==> src/rtl/fetch.sv <==
// Instruction-fetch stage: owns PC_F, issues one-outstanding imem reads and drives IF/ID.
// Optional bubble counter on port fetchBubbles_F when FETCH_PERF_EN is defined.
module fetch #(
    parameter int          N        = 64,
    parameter logic [N-1:0] RESET_PC = '0
) (
    input  logic         clk,
    input  logic         rst_n,
    output logic         imem_req_F,
    output logic [N-1:0] imem_addr_F,
    input  logic         imem_ready_F,
    input  logic         imem_valid_F,
    input  logic [31:0]  imem_rdata_F,
    input  logic         stall_D,
    input  logic         pcSrc_E,
    input  logic [N-1:0] branchTarget_E,
    output logic [31:0]  instr_D,
    output logic [N-1:0] pc_D,
    output logic         valid_D
`ifdef FETCH_PERF_EN
    ,
    output logic [N-1:0] fetchBubbles_F
`endif
);

    localparam logic [31:0] NOP = 32'h0000_0013;

    typedef enum logic [1:0] {REQ, WAIT, HOLD} state_t;

    state_t      state, state_n;
    logic [N-1:0] pc_f, pc_n;
    logic         kill, kill_n;
    logic [31:0]  skid_instr, skid_instr_n;
    logic [N-1:0] skid_pc, skid_pc_n;

    logic         load_ok;
    logic         new_valid;
    logic [31:0]  new_instr;
    logic [N-1:0] new_pc;
    logic [N-1:0] redirect_pc;

    assign load_ok     = !valid_D || !stall_D;
    assign redirect_pc = branchTarget_E & ~N'(3);

    // Memory-facing outputs come straight from registers.
    assign imem_req_F  = (state == REQ);
    assign imem_addr_F = pc_f;

    always_comb begin
        state_n      = state;
        pc_n         = pc_f;
        kill_n       = kill;
        skid_instr_n = skid_instr;
        skid_pc_n    = skid_pc;
        new_valid    = 1'b0;
        new_instr    = NOP;
        new_pc       = pc_f;

        case (state)
            REQ: begin
                if (imem_ready_F) state_n = WAIT;
            end
            WAIT: begin
                if (imem_valid_F) begin
                    if (kill) begin
                        kill_n  = 1'b0;
                        state_n = REQ;
                    end else if (load_ok) begin
                        new_valid = 1'b1;
                        new_instr = imem_rdata_F;
                        new_pc    = pc_f;
                        pc_n      = pc_f + N'(4);
                        state_n   = REQ;
                    end else begin
                        skid_instr_n = imem_rdata_F;
                        skid_pc_n    = pc_f;
                        pc_n         = pc_f + N'(4);
                        state_n      = HOLD;
                    end
                end
            end
            HOLD: begin
                if (load_ok) begin
                    new_valid = 1'b1;
                    new_instr = skid_instr;
                    new_pc    = skid_pc;
                    state_n   = REQ;
                end
            end
            default: state_n = REQ;
        endcase

        // A redirect overrides everything; an in-flight read is marked for discard.
        if (pcSrc_E) begin
            pc_n = redirect_pc;
            case (state)
                REQ: begin
                    state_n = imem_ready_F ? WAIT : REQ;
                    kill_n  = imem_ready_F;
                end
                WAIT: begin
                    state_n = imem_valid_F ? REQ : WAIT;
                    kill_n  = !imem_valid_F;
                end
                default: begin
                    state_n = REQ;
                    kill_n  = 1'b0;
                end
            endcase
        end
    end

    always_ff @(posedge clk or negedge rst_n) begin
        if (!rst_n) begin
            state      <= REQ;
            pc_f       <= RESET_PC;
            kill       <= 1'b0;
            skid_instr <= NOP;
            skid_pc    <= '0;
        end else begin
            state      <= state_n;
            pc_f       <= pc_n;
            kill       <= kill_n;
            skid_instr <= skid_instr_n;
            skid_pc    <= skid_pc_n;
        end
    end

    // IF/ID register: flush on redirect, otherwise advance only when decode can take it.
    always_ff @(posedge clk or negedge rst_n) begin
        if (!rst_n) begin
            instr_D <= NOP;
            pc_D    <= '0;
            valid_D <= 1'b0;
        end else if (pcSrc_E) begin
            instr_D <= NOP;
            valid_D <= 1'b0;
        end else if (load_ok) begin
            if (new_valid) begin
                instr_D <= new_instr;
                pc_D    <= new_pc;
                valid_D <= 1'b1;
            end else begin
                instr_D <= NOP;
                valid_D <= 1'b0;
            end
        end
    end

`ifdef FETCH_PERF_EN
    always_ff @(posedge clk or negedge rst_n) begin
        if (!rst_n)
            fetchBubbles_F <= '0;
        else if (!valid_D)
            fetchBubbles_F <= fetchBubbles_F + N'(1);
    end
`endif

endmodule

==> config.mk <==
export PLATFORM = sky130hd
export DESIGN_NAME = fetch
export DESIGN_NICKNAME = d
export VERILOG_FILES = /design/src/rtl/fetch.sv
export SDC_FILE = /design/constraint.sdc
export NUM_CORES = 1
export LEC_CHECK = 0
export ABC_AREA = 1
export BUFFER_PORTS_ARGS = -buffer_cell sky130_fd_sc_hd__buf_2
export CORE_MARGIN = 2
export CORE_UTILIZATION = 35
export DETAILED_ROUTE_END_ITERATION = 12
export GPL_ROUTABILITY_DRIVEN = 0
export PLACE_DENSITY = 0.56
export REMOVE_ABC_BUFFERS = 1
export SLEW_MARGIN = 20
export SYNTH_ARGS = -nofsm -noshare
export SYNTH_HDL_FRONTEND = slang
export SYNTH_SLANG_ARGS = --single-unit
export TNS_END_PERCENT = 30
==> constraint.sdc <==
create_clock -name clk -period 3.1 [get_ports clk]
set_input_delay 0.62 -clock clk [delete_from_list [all_inputs] [get_ports clk]]
set_output_delay 0.62 -clock clk [all_outputs]
set_load 0.03 [all_outputs]
-- Word-level counts from Yosys, hierarchy flattened
Cells that the tools add are included.
- input port bits: 102
- word-level logic and storage cells: 63
- bits in registers: 260
- output and inout bits: 162
- bitwise gates (word level): 3
- equality and inequality tests: 6
- $add $sub $neg: 1
- reduce and logical (&&, ||, !) cells: 13
- multiplexer cells: 32
- operator list (kind ; count):
    $mux 64 ; 5
    $mux 32 ; 5
    $add 64x3->64 const B ; 1
    $pmux 32 s2 ; 1
    $mux 2 ; 6
    $mux 1 ; 11
    $reduce_and 3->1 ; 3
    $ne 3x3->1 const B ; 2
    $pmux 1 s2 ; 3
    $pmux 2 s3 ; 1
    $reduce_bool 2->1 ; 3
    $reduce_and 4->1 ; 1
    $logic_not 1->1 ; 3
    $ne 3x1->1 const B ; 1
    $not 1->1 ; 3
    $eq 2x1->1 const B ; 1
    $eq 2x2->1 const B ; 1
    $logic_not 2->1 ; 1
    $ne 2x2->1 const B ; 1
    $reduce_and 2->1 ; 1
    $logic_or 1x1->1 ; 1

-- Longest topological paths before layout
- depth after elaboration: 9
- mapped depth: 10

-- Least setup slack after synthesis
OpenSTA, ideal clock, no wires.
- path type: register -> register
- start point: reg pc_f[3], in the netlist imem_addr_F[3]
- end point: reg pc_f[42], in the netlist imem_addr_F[42]
- arrival time: 1.718 ns
- cell stages (with the launch flop): 11
- path buffers: 0
- clock period less this slack: 1.836 ns
- slack: 1.264 ns
- path through: dfrtp_1 > ha_1 > nand2_2 > nor2_4 > nand2_2 > nor2_4 > nand2_2 > nor2_1 > nand2_1 > nand3_1 > nand2_1
- longest elaborated chain between the ends: 5
- RTL lines (item ; RTL line ; text):
    from (decl) ; 31 ; logic [N-1:0] pc_f, pc_n;
    from (signal assigned) ; 122 ; pc_f <= pc_n;
    $add 64x3->64 ; 72, 77 ;
    $mux 64 ; 65 ; if (kill) begin
    $mux 64 ; 64 ; if (imem_valid_F) begin
    $mux 64 ; 59 ; case (state)
    $mux 64 ; 94 ; if (pcSrc_E) begin
No other way between the ends. The select of a mux whose other input is x is not followed.
A chain may end at the register's enable or synchronous reset.

-- Worst setup path in the final report
- start point: reg state[1]
- end point: reg pc_f[52], in the netlist imem_addr_F[52]
- longest elaborated chain between the ends: 3
- RTL lines (item ; RTL line ; text):
    from (decl) ; 30 ; state_t state, state_n;
    from (signal assigned) ; 121 ; state <= state_n;
    $eq 2x1->1 ; 59 ;
    $reduce_bool 2->1 (no source line) ; - ;
    $reduce_and 3->1 (no source line) ; - ;
No other way between the ends.

==> results.yml <==
finish:
  final_nets: 1992
  final_util: 0.4288
  layout-drive-gt1-share: 0.1975
  finalNonFillerCells: 2379
  design_area_um2: 15590
  nFillCells: 3722
  area_delta_synth_final_pct: 21.65
clocking:
  cts_root_buffer: "clkbuf_16"
  cts.path.max_buffers: 3
  path_clk_slew_ps: 60
  cts_sinks: 254
  htree_levels: 1
  cts_buffers: 31
  clkLatencyLatePin_ps: 570
  cts_resized: 0
  cts_tree: "built"
critical_path:
  worstSetupPathType: "flip-flop to flip-flop"
  crit_path_end_kind: "flip-flop"
  timing.critical_path.buf_inv: 4
  max_stage_delay_ps: 630
  crit_fanout: 22
  cp_top_family: "simple AND/OR/NAND/NOR gates"
  critPathSlowestCell: "nor2_2"
  cp.arrival_ps: 3160
  required_ps: 3610
  crit_path_start_kind: "flip-flop"
  worstPathCellList: "inv_1, ha_1, nand2_1, nor2_4, nor2_2, inv_2, buf_4, o21ai_0, inv_1, nand2_1"
pwr:
  power_density_nw_per_um2: 834.6
  p_leak_uw: 0.007893
  ir_worst_vdd_uv: 387.0
placed_design:
  dp_cells: 2319
  numPortBuffers: 257
  hpwl_mm: 28.39
  postPlaceCellArea_um2: 14480
timing:
  fin_skew_ps: 12.81
  period_needed_ps: 2651
  max_freq_mhz: 377.2
  drv_slew: 0
  hold_viol: 0
  worst_pin_slew_ps: 839.8
  rsz0062_at_grt: "no"
  period_share: 0.8552
  relSlewSlack: 0.4401
  setup_violations: 0
floorplanning:
  io_pins: 264
  die_area_um2: 38150
  chipHeight_um: 195.3
  die_x_um: 195.3
  core-area_um2: 36350
  num_rows: 70
  start_util: 0.3525
yosys:
  ys_ff_latch: 254
  synth_top_family_by_area: "simple AND/OR/NAND/NOR gates"
  synthCells: 1656
  seq_area_frac_synth: 0.4967
  muxShareOfSynthArea: 0.002637
  synth.distinct_cells: 36
  synthSimpleGateAreaFrac: 0.2412
  synth.avg_cell_area_um2: 7.737
  synthAdderAreaFrac: 0.004883
  synth_area_leader_cell: "dfrtp_1"
  yosysTopAreaCellShare: 0.4844
  synth_area_leaders: "dfrtp_1, nand2_1, o21ai_0"
  ys_warn_count: 0
  synth_compound_area_frac: 0.1615
  syn_area_um2: 12810
  synth-xor-area-share: 0.01436
detailed_routing:
  totalWireLength_mm: 39.98
  wl_per_cell_um: 16.81
  drt_iter0_drc: 736
  detail-route-antenna-nets: 0
  first_pass_iters: 5
  via_per_inst: 4.926
  dr_total_vias: 11720
  drcViolationCount: 0
grt:
  grt_overflow: 0
  grt_pass1_wl_mm: 63.11
  grt_max_degree: 126
  grt_pass1_vias: 11240
  grt_usage: 0.2091
  antenna_found_initial: 4
worst_hold_path:
  hold_class: "input port to flip-flop"
flow_run:
  cap_violations: 0
run_status:
  status: "finished, final reports clean"
## metrics by stage
stage	TNS [ps]	total power, µW	setup slack, ps	hold WS, ps
global placement	0	9163	434.4	461.9
floorplan	-86350	7755	-1233	324.4
finish	0	13010	449.0	275.9
global route	0	13810	167.2	263.4
CTS	0	13140	425.2	250.5
detailed placement	0	9255	387.9	467.3
## routing by layer
layer	up-vias	share of wire	global-route usage
met5	-	0.00060	0
met4	4	0.029	0.06701
met3	73	0.073	0.04801
met2	371	0.45	0.3369
met1	5476	0.44	0.2794
li1	5795	-	-
## power breakdown
| part | switching [µW] | internal [µW] |
|---|---|---|
| registers | 783 | 4400 |
| clock network | 1490 | 2330 |
| logic | 2810 | 1200 |
| total | 5080 | 7920 |
## worst register-to-register path, stage by stage, from the launching register on
cell     delay [ps]
dfrtp_1         340
inv_1            80
ha_1            280
nand2_1         160
nor2_4           90
nor2_2          640
inv_2           380
buf_4           320
o21ai_0         200
inv_1            50
nand2_1          60
## final timing paths
kind	start	depth (start not counted)	end	slack [ps]
min in group asynchronous	rst_n	2	skid_pc[11]	560
worst max-delay path	state[1]	10	imem_addr_F[52]	450
worst max register to register	state[1]	10	imem_addr_F[52]	450
worst min-delay path	branchTarget_E[4]	3	imem_addr_F[4]	280
worst min register to register	pc_D[13]	2	pc_D[13]	470
max in group asynchronous	rst_n	3	imem_addr_F[63]	1740
## cells in the final DEF (no fill, tap or decap), types with 5 or more instances in the layout
cell type	n
nor2_1	110
xor2_1	20
o21ai_0	222
nor2_2	10
nand2_1	532
buf_4	12
nand2_2	13
a31oi_1	5
o211ai_1	7
dfrtp_1	248
o221ai_1	7
inv_1	153
clkbuf_8	7
o21bai_1	13
o21ai_1	90
nand3_1	69
clkinv_2	8
dfstp_2	6
clkbuf_16	31
a22o_1	29
buf_2	256
nor2_4	6
inv_2	5
nand4_1	10
ha_1	5
## state kept, by name, indices dropped and copies added, names as in the netlist
| signal | cells |
|---|---|
| imem_addr_F | 62 |
| pc_D | 62 |
| skid_pc | 62 |
| instr_D | 32 |
| skid_instr | 32 |
| state | 2 |
| kill | 1 |
| valid_D | 1 |
## Yosys cell counts
library cell	n
nand2_1	532
dfrtp_1	248
o21ai_0	222
inv_1	153
nor2_1	111
o21ai_1	90
nand3_1	69
buf_2	37
clkbuf_1	31
a22o_1	29
xor2_1	20
nand2_2	14
o21bai_1	13
nand4_1	10
nor2_2	9
o211ai_1	7
o221ai_1	7
buf_4	6
dfstp_2	6
inv_2	6
nor2_4	6
a31oi_1	5
ha_1	5
buf_6	4
mux2_2	3
buf_1	2
nand2_4	2
a21oi_1	1
clkbuf_2	1
clkinv_1	1
conb_1	1
nand3_2	1
nor2_8	1
nor3_1	1
o22ai_1	1
xnor2_1	1
## cell type report
class                      count  area [µm²]  area share
timing repair buffer         274        1468     0.09416
sequential                   254        6364      0.4083
antenna                        2       5.005   0.0003211
inverter                     160       601.8     0.03861
clock inverter                17       203.9     0.01309
clock buffer                  40       879.6     0.05643
tap                          468       585.6     0.03757
multi-input combinational   1164        5479      0.3515
## logic make-up after synthesis
group,Yosys count
AO/OA/AOI/OAI,375
XOR/XNOR,21
adder cells (fa/ha/maj),5
buffers and inverters,241
flip-flops,254
multiplexers,3
other,1
AND/OR/NAND/NOR,756
## timing repair
item / in CTS / in global routing
buffers inserted: 0 / 0
hold endpoints to repair: 45 / 0
hold buffers: 1 / 0
No activity file was read; power rests on OpenSTA's default activity.
